[src/rtl/div_pkg.sv]
// Shared definitions for the divide issue controller: funct3 encodings,
// controller state encoding and the post-reset quiesce default.
package div_pkg;

    localparam logic [2:0] FUNCT3_DIV  = 3'b100;
    localparam logic [2:0] FUNCT3_DIVU = 3'b101;
    localparam logic [2:0] FUNCT3_REM  = 3'b110;
    localparam logic [2:0] FUNCT3_REMU = 3'b111;

    localparam int DEFAULT_OPERAND_SIZE = 32;
    localparam int QUIESCE_MARGIN       = 4;

    typedef logic [2:0] div_state_t;

    localparam div_state_t S_QUIESCE = 3'd0;
    localparam div_state_t S_IDLE    = 3'd1;
    localparam div_state_t S_LAUNCH  = 3'd2;
    localparam div_state_t S_WAIT    = 3'd3;
    localparam div_state_t S_RESP    = 3'd4;

    typedef struct packed {
        logic is_signed;
        logic is_rem;
    } op_kind_t;

    function automatic int quiesce_default(input int operand_size);
        return operand_size + QUIESCE_MARGIN;
    endfunction

    // Unknown funct3 codes fall through to the DIVU behaviour.
    function automatic op_kind_t decode_op(input logic [2:0] funct3);
        op_kind_t kind;
        kind.is_signed = 1'b0;
        kind.is_rem    = 1'b0;
        case (funct3)
            FUNCT3_DIV:  kind.is_signed = 1'b1;
            FUNCT3_DIVU: kind.is_signed = 1'b0;
            FUNCT3_REM: begin
                kind.is_signed = 1'b1;
                kind.is_rem    = 1'b1;
            end
            FUNCT3_REMU: kind.is_rem = 1'b1;
            default: ;
        endcase
        return kind;
    endfunction

endpackage

[src/rtl/div_special_case.sv]
// Combinational detection of the divide cases that bypass the iterative
// divider (divide-by-zero, signed overflow) and their architectural result.
module div_special_case
    import div_pkg::*;
#(
    parameter int OPERAND_SIZE = DEFAULT_OPERAND_SIZE
) (
    input  logic [2:0]              funct3_i,
    input  logic [OPERAND_SIZE-1:0] rs1_i,
    input  logic [OPERAND_SIZE-1:0] rs2_i,
    output logic                    bypass_o,
    output logic [OPERAND_SIZE-1:0] result_o
);

    localparam logic [OPERAND_SIZE-1:0] MOST_NEGATIVE = {1'b1, {(OPERAND_SIZE-1){1'b0}}};

    op_kind_t kind;
    logic     div_by_zero;
    logic     overflow;

    assign kind        = decode_op(funct3_i);
    assign div_by_zero = (rs2_i == '0);
    assign overflow    = kind.is_signed && (rs1_i == MOST_NEGATIVE) && (rs2_i == '1);
    assign bypass_o    = div_by_zero || overflow;

    // Divide-by-zero wins when both conditions could apply.
    always_comb begin
        result_o = '0;
        if (div_by_zero) begin
            result_o = kind.is_rem ? rs1_i : '1;
        end else if (overflow) begin
            result_o = kind.is_rem ? '0 : rs1_i;
        end
    end

endmodule

[src/rtl/div_issue_ctrl.sv]
// Issue/response sequencer for an external iterative divider: accepts one
// op at a time, short-circuits special cases and holds the result for writeback.
module div_issue_ctrl
    import div_pkg::*;
#(
    parameter int OPERAND_SIZE   = DEFAULT_OPERAND_SIZE,
    parameter int QUIESCE_CYCLES = quiesce_default(OPERAND_SIZE)
) (
    input  logic                    clk_i,
    input  logic                    rst_i,
    input  logic                    op_valid_i,
    output logic                    op_ready_o,
    input  logic [2:0]              funct3_i,
    input  logic [OPERAND_SIZE-1:0] rs1_i,
    input  logic [OPERAND_SIZE-1:0] rs2_i,
    input  logic [4:0]              rd_i,
    output logic                    div_load_o,
    output logic [OPERAND_SIZE-1:0] div_dividend_o,
    output logic [OPERAND_SIZE-1:0] div_divisor_o,
    output logic                    div_signed_o,
    input  logic                    div_rdy_i,
    input  logic [OPERAND_SIZE-1:0] div_quotient_i,
    input  logic [OPERAND_SIZE-1:0] div_remainder_i,
    output logic                    res_valid_o,
    input  logic                    res_ready_i,
    output logic [OPERAND_SIZE-1:0] res_data_o,
    output logic [4:0]              res_rd_o
);

    localparam int CW = $clog2(QUIESCE_CYCLES + 1);

    div_state_t              state_q, state_d;
    logic [CW-1:0]           cnt_q, cnt_d;
    logic [2:0]              funct3_q, funct3_d;
    logic [4:0]              rd_q, rd_d;
    logic [OPERAND_SIZE-1:0] dividend_q, dividend_d;
    logic [OPERAND_SIZE-1:0] divisor_q, divisor_d;
    logic                    signed_q, signed_d;
    logic [OPERAND_SIZE-1:0] res_data_q, res_data_d;

    logic                    bypass;
    logic [OPERAND_SIZE-1:0] bypass_result;
    op_kind_t                kind_in;
    op_kind_t                kind_q;

    // Checked on the values being captured so a bypass result lands in the same edge.
    div_special_case #(
        .OPERAND_SIZE(OPERAND_SIZE)
    ) u_special (
        .funct3_i (funct3_i),
        .rs1_i    (rs1_i),
        .rs2_i    (rs2_i),
        .bypass_o (bypass),
        .result_o (bypass_result)
    );

    assign kind_in = decode_op(funct3_i);
    assign kind_q  = decode_op(funct3_q);

    always_comb begin
        state_d    = state_q;
        cnt_d      = cnt_q;
        funct3_d   = funct3_q;
        rd_d       = rd_q;
        dividend_d = dividend_q;
        divisor_d  = divisor_q;
        signed_d   = signed_q;
        res_data_d = res_data_q;
        case (state_q)
            S_QUIESCE: begin
                if (cnt_q == '0) begin
                    state_d = S_IDLE;
                end else begin
                    cnt_d = cnt_q - 1'b1;
                end
            end
            S_IDLE: begin
                if (op_valid_i) begin
                    funct3_d   = funct3_i;
                    rd_d       = rd_i;
                    dividend_d = rs1_i;
                    divisor_d  = rs2_i;
                    signed_d   = kind_in.is_signed;
                    if (bypass) begin
                        res_data_d = bypass_result;
                        state_d    = S_RESP;
                    end else begin
                        state_d = S_LAUNCH;
                    end
                end
            end
            S_LAUNCH: state_d = S_WAIT;
            S_WAIT: begin
                if (div_rdy_i) begin
                    res_data_d = kind_q.is_rem ? div_remainder_i : div_quotient_i;
                    state_d    = S_RESP;
                end
            end
            S_RESP: begin
                if (res_ready_i) begin
                    state_d = S_IDLE;
                end
            end
            default: state_d = S_QUIESCE;
        endcase
    end

    // The quiesce countdown covers any divide still running inside the unresettable divider.
    always_ff @(posedge clk_i) begin
        if (rst_i) begin
            state_q    <= S_QUIESCE;
            cnt_q      <= CW'(QUIESCE_CYCLES - 1);
            funct3_q   <= '0;
            rd_q       <= '0;
            dividend_q <= '0;
            divisor_q  <= '0;
            signed_q   <= 1'b0;
            res_data_q <= '0;
        end else begin
            state_q    <= state_d;
            cnt_q      <= cnt_d;
            funct3_q   <= funct3_d;
            rd_q       <= rd_d;
            dividend_q <= dividend_d;
            divisor_q  <= divisor_d;
            signed_q   <= signed_d;
            res_data_q <= res_data_d;
        end
    end

    assign op_ready_o     = (state_q == S_IDLE);
    assign div_load_o     = (state_q == S_LAUNCH);
    assign res_valid_o    = (state_q == S_RESP);
    assign div_dividend_o = dividend_q;
    assign div_divisor_o  = divisor_q;
    assign div_signed_o   = signed_q;
    assign res_data_o     = res_data_q;
    assign res_rd_o       = rd_q;

endmodule

[config.mk]
export PLATFORM = sky130hd
export DESIGN_NAME = div_issue_ctrl
export DESIGN_NICKNAME = d
export VERILOG_FILES = /design/src/rtl/div_pkg.sv /design/src/rtl/div_special_case.sv /design/src/rtl/div_issue_ctrl.sv
export SDC_FILE = /design/constraint.sdc
export NUM_CORES = 1
export LEC_CHECK = 0
export BUFFER_PORTS_ARGS = -buffer_cell sky130_fd_sc_hd__clkbuf_2
export CAP_MARGIN = 30
export CORE_ASPECT_RATIO = 2
export CORE_MARGIN = 2
export CORE_UTILIZATION = 35
export CTS_BUF_LIST = sky130_fd_sc_hd__clkbuf_16
export CTS_CLUSTER_DIAMETER = 120
export CTS_CLUSTER_SIZE = 40
export DETAILED_ROUTE_END_ITERATION = 6
export GPL_TIMING_DRIVEN = 0
export MAX_ROUTING_LAYER = met4
export SYNTH_ARGS = -nofsm -noshare
export SYNTH_HDL_FRONTEND = slang
export SYNTH_SLANG_ARGS = --single-unit
[constraint.sdc]
create_clock -name clk_i -period 3.42 [get_ports clk_i]
set_input_delay 0.342 -clock clk_i [delete_from_list [all_inputs] [get_ports clk_i]]
set_output_delay 0.342 -clock clk_i [all_outputs]
set_load 0.01 [all_outputs]
==> results.rst <==
.. list-table::
   :header-rows: 1

   * - Metric
     - Value
   * - Vertical die dimension
     - between 150 and 200 µm
   * - Via count
     - slightly below 6000
   * - Dominant cell type by area after synthesis
     - sky130_fd_sc_hd__dfxtp_1
   * - Result of the run
     - finished, final reports clean
   * - Max-Slew Margin vs Limit
     - between 40% and 50%
   * - Sum of net half-perimeters after detailed placement
     - 15700 µm
   * - Net count after synthesis
     - just over 800
   * - Path depth of the worst reg2reg path
     - 7
   * - Post-layout min period
     - ~2.9 ns
   * - Largest net degree at the start of global routing
     - 17
   * - DR pass1 iterations
     - 4
   * - Root buffer selected by CTS
     - sky130_fd_sc_hd__clkbuf_16
   * - Wire length after detailed routing
     - ~20000 µm
   * - Buffers from clock root to sink, at most
     - 2
   * - GRT met3 Usage
     - 3.80%
   * - Final design utilization
     - around half
   * - ANT nets after route
     - 0
   * - Number of resized instances in the post-cts repair step
     - 0
   * - Setup repair after global routing missed its margin
     - no
   * - Final cycle utilization of the critical path
     - 84.4%
   * - Cell area after layout
     - between 7000 and 8000 µm²
   * - Kind of start point of the critical path
     - input port
   * - Final hold vios
     - 0
   * - Post-place setup slack
     - 0.127 ns
   * - CP arrival
     - between 3 and 4 ns
   * - Global-route wire length before repair
     - approximately 31000 µm
   * - Maximum net fanout on the critical path
     - 10
   * - Ranking of synthesized cells by area
     - sky130_fd_sc_hd__dfxtp_1, sky130_fd_sc_hd__nand2_1, sky130_fd_sc_hd__a221oi_2, sky130_fd_sc_hd__a21oi_1, sky130_fd_sc_hd__a311o_1
   * - Post-layout net count
     - around 1100
   * - Flop and latch count out of synthesis
     - about 110
   * - Worst skew pair latency
     - roughly 0.40 ns
   * - Share of synthesized flip-flops with an asynchronous set or reset
     - 0%
   * - WL per Instance
     - ~18 µm
   * - Post-CTS Setup Bufs
     - 0
   * - Endpoint class of the critical path
     - flop
   * - Final global-route overflow total
     - 0
   * - Hold Buf Count CTS
     - 0
   * - Largest clock skew in the final design
     - between 0.006 and 0.007 ns
   * - Global route hottest layer
     - met2
   * - Number of sinks on the clock net
     - 113
   * - Total of warnings raised by yosys
     - 0
   * - Most repeated cell in the gate-level netlist after synthesis
     - sky130_fd_sc_hd__nand2_1
   * - Synth Area per Inst
     - 7.93 µm²
   * - Slew of the pin with the lowest slew margin
     - 0.826 ns
   * - Leakage power
     - approximately 0.0030 µW
   * - Start point of the critical path
     - rs1_i[26]
   * - Hold path startpoint
     - rd_i[3]
   * - Required time at the endpoint of the critical path
     - 3.73 ns
   * - M1 GR Usage
     - approximately a quarter
   * - Quantity of I/O buffers inserted on ports
     - 244
   * - TritonCTS clock tree
     - built
   * - Number of cells on the worst hold path
     - 3
   * - Crit path kind
     - in2reg
   * - Final worst hold slack
     - about 0.17 ns
   * - Number of CTS-inserted buffers
     - 17
   * - H-Tree Level Count
     - 4
   * - Worst reg2reg path startpoint
     - state_q[0]$_SDFFE_PP0P_
   * - Setup TNS
     - 0 ns
   * - Maxcap violations
     - 0
   * - Post-synthesis instance area
     - 5320 µm²
   * - GR Layer Usage met2
     - a little under half
   * - Number of core rows
     - between 60 and 70
   * - Setup-violating endpoint count in the final report
     - 0
   * - Final count of pins violating max slew
     - 0
   * - Hold Path Class
     - in2reg
   * - Leading post-synthesis cells by instance count
     - sky130_fd_sc_hd__nand2_1, sky130_fd_sc_hd__dfxtp_1, sky130_fd_sc_hd__a21oi_1, sky130_fd_sc_hd__clkbuf_1, sky130_fd_sc_hd__nor2_1
   * - Die boundary width
     - 91.1 µm
   * - Gate count of the mapped netlist
     - between 600 and 700
   * - Share of synthesized area occupied by flip-flops and latches
     - a little over two fifths
   * - Aggregate global-route resource usage
     - between 20% and 30%
   * - Pwr/cell area
     - 497 nW/µm²
   * - Max Freq
     - 0.346 GHz
   * - DRC viols
     - 0
   * - Total core area
     - around 15000 µm²
   * - Clock-pin slew on the worst setup and hold paths
     - 0.05 ns
   * - Count of different cell masters after synthesis
     - 41
   * - Final-layout fill cell count
     - around 1600
   * - Worst Setup Slack, final
     - roughly 0.53 ns
   * - GP Congestion
     - around 0.90
   * - Share of Yosys cell area claimed by the top area cell type
     - 42.6%
   * - Number of placed I/O pins
     - 246
   * - Placed instance area
     - around 6800 µm²
   * - Starting Density
     - a little over a third
   * - Number of antenna violations at the first check in global routing
     - 0
   * - Via count of the first global-routing pass
     - 5860
   * - Fraction of layout instances using a drive strength above 1
     - approximately 33%
   * - Floorplan die area
     - ~16000 µm²
   * - Maximum vdd drop
     - 0.348 mV
   * - Vias per Instance
     - between 5 and 6
   * - P&R area growth vs syn
     - 38.8%
   * - Final antenna diode count
     - 0
   * - Top_reg_cell synth
     - sky130_fd_sc_hd__dfxtp_1
   * - Drt first-iter violations
     - approximately 230
   * - Number of enable-type register cells in the synthesized netlist
     - 0
-- cells by family (layout without fill, tap and decap cells) --
family / after synthesis / after routing / synth area share [%]
simple gates: 309 / 309 / 25.9
flops: 113 / 113 / 42.6
buf+inv: 94 / 369 / 7.18
compound gates: 148 / 148 / 23.3
mux: 1 / 1 / 0.188
fa+ha+maj: 1 / 1 / 0.235
xor+xnor: 4 / 4 / 0.659
-- through the flow --
| stage | power, µW | instances |
|---|---|---|
| 4_1_cts | 3700 | 1140 |
| 3_5_place_dp | 1860 | 1109 |
| 5_1_grt | 3810 | 1140 |
| 3_3_place_gp | 1860 | 1109 |
| 6_report | 3660 | 1140 |
| 2_1_floorplan | 1650 | 670 |
-- sequential cells by signal, summed over array words and instances, names as in the netlist --
signal          cells
div_divisor_o      32
res_data_o         32
div_dividend_o     32
funct3_q            2
cnt_q               6
res_rd_o            5
div_signed_o        1
state_q             3
-- report_power, final --
part	leakage, µW	internal, µW	switching, µW
logic	0.00177	171	255
clock network	0.000298	1200	624
registers	0.000911	1370	38.6
-- layout by cell type, fill, tap and decap left out, types with 2 or more instances in the layout --
cell type,Yosys,final
sky130_fd_sc_hd__clkbuf_1,50,50
sky130_fd_sc_hd__a221oi_1,3,3
sky130_fd_sc_hd__xnor2_1,3,3
sky130_fd_sc_hd__or4b_1,2,2
sky130_fd_sc_hd__clkinv_2,0,2
sky130_fd_sc_hd__nand3_1,34,34
sky130_fd_sc_hd__nor3_1,2,2
sky130_fd_sc_hd__and3_1,2,2
sky130_fd_sc_hd__o21bai_1,2,2
sky130_fd_sc_hd__dfxtp_1,113,113
sky130_fd_sc_hd__nor2_1,43,43
sky130_fd_sc_hd__a311o_1,32,32
sky130_fd_sc_hd__buf_6,3,3
sky130_fd_sc_hd__clkbuf_2,0,244
sky130_fd_sc_hd__clkbuf_16,0,17
sky130_fd_sc_hd__clkinv_4,0,2
sky130_fd_sc_hd__nor4bb_1,2,2
sky130_fd_sc_hd__nor4_1,16,16
sky130_fd_sc_hd__nand4_1,10,10
sky130_fd_sc_hd__inv_1,36,38
sky130_fd_sc_hd__buf_2,5,5
sky130_fd_sc_hd__o21ai_0,2,2
sky130_fd_sc_hd__clkinv_1,0,3
sky130_fd_sc_hd__nand2_1,180,180
sky130_fd_sc_hd__a21oi_1,74,74
sky130_fd_sc_hd__nand2b_1,4,4
sky130_fd_sc_hd__a31oi_1,2,2
sky130_fd_sc_hd__and2_1,3,3
sky130_fd_sc_hd__a221oi_2,30,30
sky130_fd_sc_hd__bufinv_16,0,4
-- final timing paths --
kind / to / slack (ns)
hold / removal: res_rd_o[3]$_SDFFE_PP0P_ / 0.17
setup / recovery: res_data_o[25]$_SDFFE_PP0P_ / 0.53
hold reg to reg: div_divisor_o[27]$_SDFFE_PP0P_ / 0.45
setup reg to reg: res_data_o[25]$_SDFFE_PP0P_ / 0.71
-- layout make-up --
type / instances / area, µm² / share of cell area, %
Multi-Input combinational cell: 463 / 2670 / 36.2
Sequential cell: 113 / 2260 / 30.7
Timing Repair Buffer: 244 / 1220 / 16.5
Clock buffer: 17 / 425 / 5.76
Buffer: 58 / 246 / 3.34
Tap cell: 195 / 244 / 3.31
Clock inverter: 14 / 174 / 2.36
Inverter: 36 / 135 / 1.83
-- metal layers --
metal	vias to the layer above	part of all wire (%)
met3	60	4.3
met5	-	0
met4	0	4.4
li1	2874	-
met2	233	55
met1	2740	36
-- worst max-delay path: stages --
cell and delay, ns:
sky130_fd_sc_hd__clkbuf_2 0.11, sky130_fd_sc_hd__or4b_1 0.64, sky130_fd_sc_hd__or4_4 0.58, sky130_fd_sc_hd__nor4_4 0.28, sky130_fd_sc_hd__a31oi_1 0.30, sky130_fd_sc_hd__clkbuf_1 0.34, sky130_fd_sc_hd__a311o_1 0.37, sky130_fd_sc_hd__a221oi_2 0.23
No activity file was read; power rests on OpenSTA's default activity.
